===== src/rtl/tetris_step_ctrl.sv =====
// Game-step controller for a 7x12 single-cell Tetris board: spawn, gravity, moves, landing, row clear.
// Optional hard drop is compiled in when TETRIS_HARD_DROP_EN is defined; otherwise `drop` is ignored.
module tetris_step_ctrl (
    input  logic        clock,
    input  logic        reset,
    input  logic        start,
    input  logic        tick,
    input  logic        move_left,
    input  logic        move_right,
    input  logic        drop,
    input  logic [2:0]  colour_in,
    output logic [6:0]  x,
    output logic [6:0]  y,
    output logic [2:0]  colour_draw,
    output logic [35:0] c1,
    output logic [35:0] c2,
    output logic [35:0] c3,
    output logic [35:0] c4,
    output logic [35:0] c5,
    output logic [35:0] c6,
    output logic [35:0] c7,
    output logic        landed,
    output logic        busy,
    output logic [7:0]  lines_cleared,
    output logic        game_over
);

    typedef enum logic [2:0] {
        IDLE, SPAWN, FALL, LAND, CLEAR_SCAN, CLEAR_SHIFT, OVER
    } state_e;

    state_e      state_q, state_d;
    logic [2:0]  k_q, k_d;
    logic [3:0]  r_q, r_d;
    logic [3:0]  s_q, s_d;
    logic [2:0]  colour_q, colour_d;
    logic [35:0] col_q [7];
    logic [35:0] col_d [7];
    logic [6:0]  x_q, x_d, y_q, y_d;
    logic        landed_q, landed_d;
    logic        busy_q, busy_d;
    logic [7:0]  lines_q, lines_d;
    logic        game_over_q, game_over_d;
    logic        drop_mode_q, drop_mode_d;

    logic        gravity;
    logic        blocked_below;
    logic        left_free;
    logic        right_free;
    logic        row_full;
    logic [5:0]  land_lsb;
    logic [35:0] shift_col [7];

    // Row 0 sits in the top bits of each column word.
    function automatic logic [2:0] cell_at(input logic [35:0] col, input logic [3:0] row);
        logic [5:0] lsb;
        lsb = 6'd33 - 6'd3 * {2'b00, row};
        return col[lsb +: 3];
    endfunction

    always_comb begin
        blocked_below = (r_q == 4'd11) || (cell_at(col_q[k_q], r_q + 4'd1) != 3'b000);
        left_free     = (k_q != 3'd0) && (cell_at(col_q[k_q - 3'd1], r_q) == 3'b000);
        right_free    = (k_q != 3'd6) && (cell_at(col_q[k_q + 3'd1], r_q) == 3'b000);
        land_lsb      = 6'd33 - 6'd3 * {2'b00, r_q};

        row_full = 1'b1;
        for (int j = 0; j < 7; j++) begin
            if (cell_at(col_q[j], s_q) == 3'b000) row_full = 1'b0;
        end

        // Rows above the cleared row s slide down by one; row 0 refills empty.
        for (int j = 0; j < 7; j++) begin
            shift_col[j]        = col_q[j];
            shift_col[j][35:33] = 3'b000;
            for (int i = 1; i < 12; i++) begin
                if (4'(i) <= s_q) shift_col[j][33 - 3*i +: 3] = col_q[j][36 - 3*i +: 3];
            end
        end
    end

    always_comb begin
        // NOTE: every signal assigned in this block gets a default first, so no path can infer a latch.
        state_d     = state_q;
        k_d         = k_q;
        r_d         = r_q;
        s_d         = s_q;
        colour_d    = colour_q;
        col_d       = col_q;
        lines_d     = lines_q;
        game_over_d = game_over_q;
        drop_mode_d = drop_mode_q;
        landed_d    = 1'b0;
        gravity     = 1'b0;

        case (state_q)
            IDLE: begin
                if (start) state_d = SPAWN;
            end
            SPAWN: begin
                k_d      = 3'd3;
                r_d      = 4'd0;
                colour_d = (colour_in == 3'b000) ? 3'b111 : colour_in;
                if (cell_at(col_q[3], 4'd0) != 3'b000) begin
                    state_d     = OVER;
                    game_over_d = 1'b1;
                end else begin
                    state_d = FALL;
                end
            end
            FALL: begin
`ifdef TETRIS_HARD_DROP_EN
                if (drop) drop_mode_d = 1'b1;
                gravity = drop | drop_mode_q | tick;
`else
                gravity = tick;
`endif
                if (gravity) begin
                    if (blocked_below) state_d = LAND;
                    else               r_d     = r_q + 4'd1;
                end else if (move_left) begin
                    if (left_free) k_d = k_q - 3'd1;
                end else if (move_right) begin
                    if (right_free) k_d = k_q + 3'd1;
                end
            end
            LAND: begin
                col_d[k_q][land_lsb +: 3] = colour_q;
                landed_d    = 1'b1;
                drop_mode_d = 1'b0;
                s_d         = 4'd11;
                state_d     = CLEAR_SCAN;
            end
            CLEAR_SCAN: begin
                if (row_full)            state_d = CLEAR_SHIFT;
                else if (s_q == 4'd0)    state_d = SPAWN;
                else                     s_d     = s_q - 4'd1;
            end
            CLEAR_SHIFT: begin
                col_d   = shift_col;
                lines_d = (lines_q == 8'hFF) ? lines_q : lines_q + 8'd1;
                state_d = CLEAR_SCAN;
            end
            OVER: begin
                if (start) begin
                    for (int j = 0; j < 7; j++) col_d[j] = '0;
                    lines_d     = 8'd0;
                    game_over_d = 1'b0;
                    state_d     = SPAWN;
                end
            end
            default: state_d = IDLE;
        endcase

        x_d    = 7'd10 * {4'b0000, k_d};
        y_d    = 7'd10 * {3'b000, r_d};
        busy_d = (state_d == SPAWN) || (state_d == LAND) ||
                 (state_d == CLEAR_SCAN) || (state_d == CLEAR_SHIFT);
    end

`ifndef TETRIS_HARD_DROP_EN
    logic unused_drop;
    assign unused_drop = drop;
`endif

    always_ff @(posedge clock or posedge reset) begin
        if (reset) begin
            state_q     <= IDLE;
            k_q         <= 3'd0;
            r_q         <= 4'd0;
            s_q         <= 4'd0;
            colour_q    <= 3'd0;
            x_q         <= 7'd0;
            y_q         <= 7'd0;
            landed_q    <= 1'b0;
            busy_q      <= 1'b0;
            lines_q     <= 8'd0;
            game_over_q <= 1'b0;
            drop_mode_q <= 1'b0;
            // NOTE: the board is plain flops, not RAM, so every cell is cleared by reset.
            for (int j = 0; j < 7; j++) col_q[j] <= '0;
        end else begin
            // NOTE: state uses non-blocking assignments so all flops update together on the edge.
            state_q     <= state_d;
            k_q         <= k_d;
            r_q         <= r_d;
            s_q         <= s_d;
            colour_q    <= colour_d;
            x_q         <= x_d;
            y_q         <= y_d;
            landed_q    <= landed_d;
            busy_q      <= busy_d;
            lines_q     <= lines_d;
            game_over_q <= game_over_d;
            drop_mode_q <= drop_mode_d;
            col_q       <= col_d;
        end
    end

    assign x             = x_q;
    assign y             = y_q;
    assign colour_draw   = colour_q;
    assign landed        = landed_q;
    assign busy          = busy_q;
    assign lines_cleared = lines_q;
    assign game_over     = game_over_q;
    assign c1 = col_q[0];
    assign c2 = col_q[1];
    assign c3 = col_q[2];
    assign c4 = col_q[3];
    assign c5 = col_q[4];
    assign c6 = col_q[5];
    assign c7 = col_q[6];

endmodule

===== config.mk =====
export PLATFORM = sky130hd
export DESIGN_NAME = tetris_step_ctrl
export DESIGN_NICKNAME = d
export VERILOG_FILES = /design/src/rtl/tetris_step_ctrl.sv
export SDC_FILE = /design/constraint.sdc
export NUM_CORES = 2
export LEC_CHECK = 0
export ABC_AREA = 1
export CAP_MARGIN = 20
export CORE_MARGIN = 8
export CORE_UTILIZATION = 40
export CTS_BUF_LIST = sky130_fd_sc_hd__clkbuf_4 sky130_fd_sc_hd__clkbuf_8
export CTS_CLUSTER_SIZE = 30
export DETAILED_ROUTE_END_ITERATION = 10
export PLACE_DENSITY = 0.68
export SYNTH_ARGS = -nofsm -noshare
export SYNTH_HDL_FRONTEND = slang
export SYNTH_SLANG_ARGS = --single-unit

===== constraint.sdc =====
create_clock -name clock -period 16.7 [get_ports clock]
set_input_delay 1.67 -clock clock [delete_from_list [all_inputs] [get_ports clock]]
set_output_delay 1.67 -clock clock [all_outputs]
set_load 0.1 [all_outputs]

* Word level (Yosys, flattened, before mapping)
Cells that the tools add are included.
** Operators by class
- Shift operators :: 12
- Muxes and demuxes :: 125
- Magnitude comparators :: 15
- Reduce and logical (&&, ||, !) cells :: 43
- Equal/unequal tests :: 29
- Multipliers :: 5
- Bitwise operators :: 3
- Add/subtract/negate cells :: 9
** Operators by type and width (count)
- 252-bit one-hot mux with 3 select lines :: 1
- 36-bit by 7-bit indexed part select with 3-bit output :: 10
- 36-bit binary-select mux with 3-bit select :: 3
- 3-bit 2-to-1 mux :: 89
- 252-bit bitwise mux :: 1
- 252-bit 2-to-1 mux :: 1
- 36-bit 2-to-1 mux :: 7
- 36-bit demux with 3-bit select :: 1
- 3-bit AND reduction :: 14
- 3-bit by 8-bit variable shift with 36-bit output, first input constant :: 1
- 3-bit by 8-bit indexed part select with 36-bit output :: 1
- 3-bit zero test :: 11
- 2-bit inequality test, second input constant :: 16
- 2-bit by 4-bit multiplier with 6-bit output, first input constant :: 3
- 6-bit subtractor, first input constant :: 3
- 3-bit by 4-bit <= comparator with 1-bit output, first input constant :: 4
- 4-bit <= comparator, first input constant :: 4
- 4-bit 2-to-1 mux :: 4
- 8-bit 2-to-1 mux :: 2
- 4-bit one-hot mux with 2 select lines :: 2
- 8-bit one-hot mux with 2 select lines :: 1
- 3-bit equality test, second input constant :: 5
- 3-bit one-hot mux with 5 select lines :: 1
- 4-bit >= comparator, second input constant :: 3
- other kinds (27) :: 53
** Storage, ports and cells
- Register bits :: 292
- Input bits :: 10
- Output and inout port bits :: 280
- Word-level logic and storage cells :: 336

* Depth between registers and ports, before layout
- Depth after elaboration :: 17
- Mapped depth :: 31
- Gate-level depth less buffers :: 29

* Worst setup path before layout
Ideal clock, no wire load.
- Kind :: register to register
- From :: register s_q[0]
- To :: register s_q[0]
- Clock period less this slack :: 4592 ps
- Path slack :: 12108 ps
- Stages on the path, launching flop included :: 28
- Arrival time :: 4455 ps
- Path through :: dfrtp_1 -> buf_2 -> clkinv_1 -> buf_2 -> buf_2 -> buf_2 -> ha_1 -> inv_1 -> buf_2 -> buf_2 -> buf_1 -> fa_1 -> inv_1 -> clkbuf_1 -> clkbuf_1 -> o221ai_1 -> o31ai_1 -> nand2_1 -> nand2_1 -> nor2_1 -> nand2_1 -> nand3_1 -> nand3_1 -> nand2_1 -> nand2_1 -> o21ai_1 -> nand2_1 -> o21ai_0
** On the way
- Longest elaborated chain between the ends :: 13
- Elaborated cells between the ends (all ways) :: 31
- Those cells by class :: add/sub: 2; mul: 1; eq/ne: 2; shift: 7; mux: 10; reduce/logical: 9
** Ends and longest elaborated chain
- start, declared :: line 35 : logic [3:0] s_q, s_d;
- start signal, assigned :: line 171 : s_q <= 4'd0;
- start signal, assigned :: line 187 : s_q <= s_d;
- 2-bit by 4-bit multiplier with 6-bit output :: line 57 : lsb = 6'd33 - 6'd3 * {2'b00, row};
- 6-bit subtractor :: line 57
- 36-bit by 7-bit indexed part select with 3-bit output :: line 58 : return col[lsb +: 3];
- 3-bit zero test :: line 69 : if (cell_at(col_q[j], s_q) == 3'b000) row_full = 1'b0;
- 1-bit 2-to-1 mux (7 in a row) :: line 69
- 2-bit inequality test (no line)
- 3-bit AND reduction (no line)
Several ways; a longest one is shown, not always the timed one. The select of a mux whose other input is x is not followed.
A chain may end at the register's enable or synchronous reset.

* Worst setup path in the final report
- From :: register r_q[0]
- To :: register y_q[6], in the netlist y[6]
** On the way
- Longest elaborated chain between the ends :: 10
- Elaborated cells between the ends (all ways) :: 11
- Those cells by class :: add/sub: 2; mul: 2; eq/ne: 1; shift: 1; mux: 3; reduce/logical: 2
** Ends and longest elaborated chain
- start, declared :: line 34 : logic [3:0] r_q, r_d;
- start signal, assigned :: line 186 : r_q <= r_d;
- 4-bit by 1-bit adder with 4-bit output :: line 62, 120
- 2-bit by 4-bit multiplier with 6-bit output :: line 57
- 6-bit subtractor :: line 57
- 36-bit by 7-bit indexed part select with 3-bit output :: line 58
- 3-bit nonzero test :: line 62 : blocked_below = (r_q == 4'd11) || (cell_at(col_q[k_q], r_q + 4'd1) != 3'b000);
- 1-bit logical OR :: line 62
- 4-bit 2-to-1 mux :: line 119 : if (blocked_below) state_d = LAND;
- 4-bit 2-to-1 mux :: line 118 : if (gravity) begin
- 4-bit one-hot mux with 2 select lines * :: line 96 : case (state_q)
- 3-bit by 4-bit multiplier with 6-bit output * :: line 156 : y_d = 7'd10 * {3'b000, r_d};
- named net y_d[6] :: line 39 : logic [6:0] x_q, x_d, y_q, y_d;
- end signal, assigned :: line 190 : y_q <= y_d;
- end, declared :: line 39
Mark *: on every way through the listed nets, which the timed path passes. The rest lies on a longest branch.

==> impl_metrics.sql <==
INSERT INTO impl_metrics (metric_group, metric, value, unit) VALUES
('status', 'status', 'finished, final reports clean', ''),
('place', 'placement.cell_area', '33600', 'sq um'),
('route', 'met2RoutedLength', '68500', 'um'),
('sta', 'final.setup.worst_slack', '9.41', 'ns'),
('clocking', 'worstSkewPairLatency', '0.72', 'ns'),
('layout', 'fill_cell_total_of_the_finished_layout', '7976', ''),
('worst_setup_path', 'critPathKind', 'reg -> reg', ''),
('yosys', 'number_of_distinct_library_cells_after_synthesis', '61', ''),
('global_routing', 'pin_count_of_the_biggest_net_entering_global_routing', '217', ''),
('worst_setup_path', 'reg2reg_from', 'r_q[0]', ''),
('yosys', 'synthTopCellsByArea', 'sky130_fd_sc_hd__dfrtp_1 24%, sky130_fd_sc_hd__nand2_1 19%, sky130_fd_sc_hd__o21ai_0 11%, sky130_fd_sc_hd__nand3_1 8.0%, sky130_fd_sc_hd__nor2_1 6.5%', ''),
('route', 'drt-met1-wl', '69900', 'um'),
('yosys', 'number_of_synthesized_flops_with_an_enable_pin', '0', ''),
('layout', 'design_area', '34900', 'sq um'),
('sta', 'grt_setup_unrepaired', 'false', ''),
('clocking', 'post_cts_resized', '0', ''),
('yosys', 'post_synth_mux_area_share', '0.112', '%'),
('clocking', 'tritoncts', 'yes', ''),
('yosys', 'synth_top_area_share', '23.8', '%'),
('global_routing', 'number_of_antenna_violations_at_the_first_check_in_global_routing', '6', ''),
('worst_setup_path', 'critical_path.slowest_cell', 'sky130_fd_sc_hd__dfrtp_2', ''),
('route', 'postRouteWirelength', '183000', 'um'),
('global_routing', 'grt_pass1_vias', '36800', ''),
('sta', 'hold-worst-slack', '0.514', 'ns'),
('yosys', 'ys.flop_type', 'sky130_fd_sc_hd__dfrtp_1', ''),
('route', 'detail_route.first_pass.iterations', '10', ''),
('yosys', 'synth_top_area_cell', 'sky130_fd_sc_hd__dfrtp_1', ''),
('die', 'fp.dieH', '291', 'um'),
('die', 'placement_rows', '101', ''),
('layout', 'syn_to_final_growth', '15.3', '%'),
('sta', 'final-setup-viol-count', '0', ''),
('yosys', 'yosysWarningCount', '0', ''),
('worst_setup_path', 'cpMostUsedCell', 'sky130_fd_sc_hd__nand2_1', ''),
('sta', 'finClkSkew', '0.0372', 'ns'),
('worst_hold_path', 'min_from', 'game_over', ''),
('layout', 'fin_nets', '5358', ''),
('die', 'floorplan.initialDensity', '40.1', '%'),
('route', 'uppermost_metal_layer_occupied_by_signal_nets', 'met5', ''),
('yosys', 'main_combinational_cell_family_by_area_after_synthesis', 'simple AND/OR/NAND/NOR gates', ''),
('worst_setup_path', 'rrSetupSlack', '9.41', 'ns'),
('sta', 'timing.final.crit_share', '43.7', '%'),
('sta', 'setup_tns', '0', 'ns'),
('clocking', 'clock_sinks', '288', ''),
('clocking', 'numCtsBuffers', '56', ''),
('yosys', 'avgSynthCellArea', '5.78', 'sq um'),
('place', 'pre_cts_worst_setup_slack', '9.78', 'ns'),
('yosys', 'synthArstFlopShare', '100', '%'),
('worst_hold_path', 'worst_hold_path.num_cells', '2', ''),
('sta', 'final.min_clock_period', '7.29', 'ns'),
('sta', 'maxClockFrequency', '137', 'MHz'),
('global_routing', 'globalRouteTotalUtil', '40.8', '%'),
('die', 'fp.dieW', '291', 'um'),
('yosys', 'postSynthRegisterBits', '288', ''),
('worst_setup_path', 'crit_path_max_fanout', '51', ''),
('sta', 'timing.final.hold_violations', '0', ''),
('layout', 'ff_latch_area', '7220', 'sq um'),
('global_routing', 'grt_overflow_total', '0', ''),
('clocking', 'max-clock-path-buffers', '3', ''),
('die', 'die-area', '84700', 'sq um'),
('yosys', 'synth_most_common_cell', 'sky130_fd_sc_hd__nand2_1', ''),
('worst_setup_path', 'timing.critical_path.slowest_cell_delay', '0.77', 'ns'),
('sta', 'finalMaxSlewViolations', '0', ''),
('worst_hold_path', 'worstHoldEndpoint', 'game_over', ''),
('route', 'ant_nets', '0', ''),
('clocking', 'cts-htree-levels', '2', ''),
('sta', 'timing.slew.headroom', '16.1', '%'),
('run', 'maxCapViolCount', '0', ''),
('sta', 'max_slew.worst_pin.slew', '1.25', 'ns'),
('yosys', 'synth_simple_gate_area_share', '37.8', '%'),
('place', 'routabilityCongestion', '1.05', ''),
('worst_setup_path', 'worstSetupEndpointType', 'flip-flop', '');
-- layout make-up --
| class | instances | area share, % |
|---|---|---|
| inverters | 413 | 4.51 |
| well taps | 978 | 3.51 |
| repair buffers | 358 | 9.79 |
| diodes | 4 | 0.0287 |
| multi-input cells | 4191 | 57.9 |
| clock buffers | 86 | 3.16 |
| clock inverters | 14 | 0.452 |
| flip-flops and latches | 288 | 20.7 |
-- layer usage --
metal	track usage, %	vias up
li1	-	17800
met1	55.4	19000
met2	54.2	3837
met3	15.7	722
met4	23.3	2
met5	0	-
-- critical path, delay by kind of cell, from the launching register on --
family                   cells  cell delay, ns
AO/OA/AOI/OAI                2            0.29
adder cells (fa/ha/maj)      5            1.71
AND/OR/NAND/NOR             14            2.25
buffers and inverters        9            2.16
flip-flops                   1            0.77
-- kinds of logic (layout without fill, tap and decap cells) --
family          count (synthesis)  in the layout
compound gates               1403           1403
xor+xnor                       11             11
fa+ha+maj                      40             40
buf+inv                       760            871
flops                         288            288
mux                             3              3
other cells                     1              6
simple gates                 2732           2732
-- cell usage in the layout (no fill, tap or decap), types with 4 or more instances in the layout --
cell type,Yosys,layout
sky130_fd_sc_hd__nand2_1,1516,1514
sky130_fd_sc_hd__diode_2,0,4
sky130_fd_sc_hd__dfrtp_1,288,283
sky130_fd_sc_hd__o22ai_1,37,37
sky130_fd_sc_hd__nor3_1,65,65
sky130_fd_sc_hd__o211ai_1,69,69
sky130_fd_sc_hd__clkinv_2,0,10
sky130_fd_sc_hd__inv_1,377,373
sky130_fd_sc_hd__a21oi_1,334,334
sky130_fd_sc_hd__nand4_1,63,63
sky130_fd_sc_hd__a211oi_1,16,16
sky130_fd_sc_hd__or2_2,9,9
sky130_fd_sc_hd__nor2_4,18,21
sky130_fd_sc_hd__clkbuf_8,0,73
sky130_fd_sc_hd__a32oi_1,15,15
sky130_fd_sc_hd__buf_4,9,71
sky130_fd_sc_hd__o22a_1,27,27
sky130_fd_sc_hd__clkbuf_4,0,13
sky130_fd_sc_hd__inv_2,30,28
sky130_fd_sc_hd__xor2_4,2,4
sky130_fd_sc_hd__o21a_1,12,12
sky130_fd_sc_hd__nor2_2,26,28
sky130_fd_sc_hd__nor2_1,523,518
sky130_fd_sc_hd__clkinv_1,6,6
sky130_fd_sc_hd__a221oi_1,7,7
sky130_fd_sc_hd__o21ai_1,55,55
sky130_fd_sc_hd__o31ai_1,7,7
sky130_fd_sc_hd__nand2_2,9,10
sky130_fd_sc_hd__nand3_1,484,484
sky130_fd_sc_hd__a311oi_1,7,7
sky130_fd_sc_hd__o21ai_0,658,658
sky130_fd_sc_hd__clkdlybuf4s50_1,0,286
sky130_fd_sc_hd__ha_1,37,35
sky130_fd_sc_hd__o2111ai_1,21,21
sky130_fd_sc_hd__a22oi_1,49,49
sky130_fd_sc_hd__a31oi_1,68,68
sky130_fd_sc_hd__o221ai_1,4,4
-- worst max path at each step --
stage	from	end	cells past startpoint
after floorplan	reset	asynchronous set/reset pin	1
after global placement	r_q[0]	y[6]	30
after detailed placement	r_q[0]	y[6]	29
after CTS	r_q[0]	y[6]	30
after global routing	r_q[0]	y[6]	30
final	r_q[0]	y[6]	30
-- through the flow --
step	util [%]	instances
2_1_floorplan	-	5239
4_1_cts	46.2	6328
3_5_place_dp	44.6	6228
5_1_grt	46.2	6329
6_report	46.2	6332
3_3_place_gp	44.6	6228
Power is left out: the tool's default activity adds up to more than one toggle a clock period on the data nets, which glitch-free logic cannot reach.
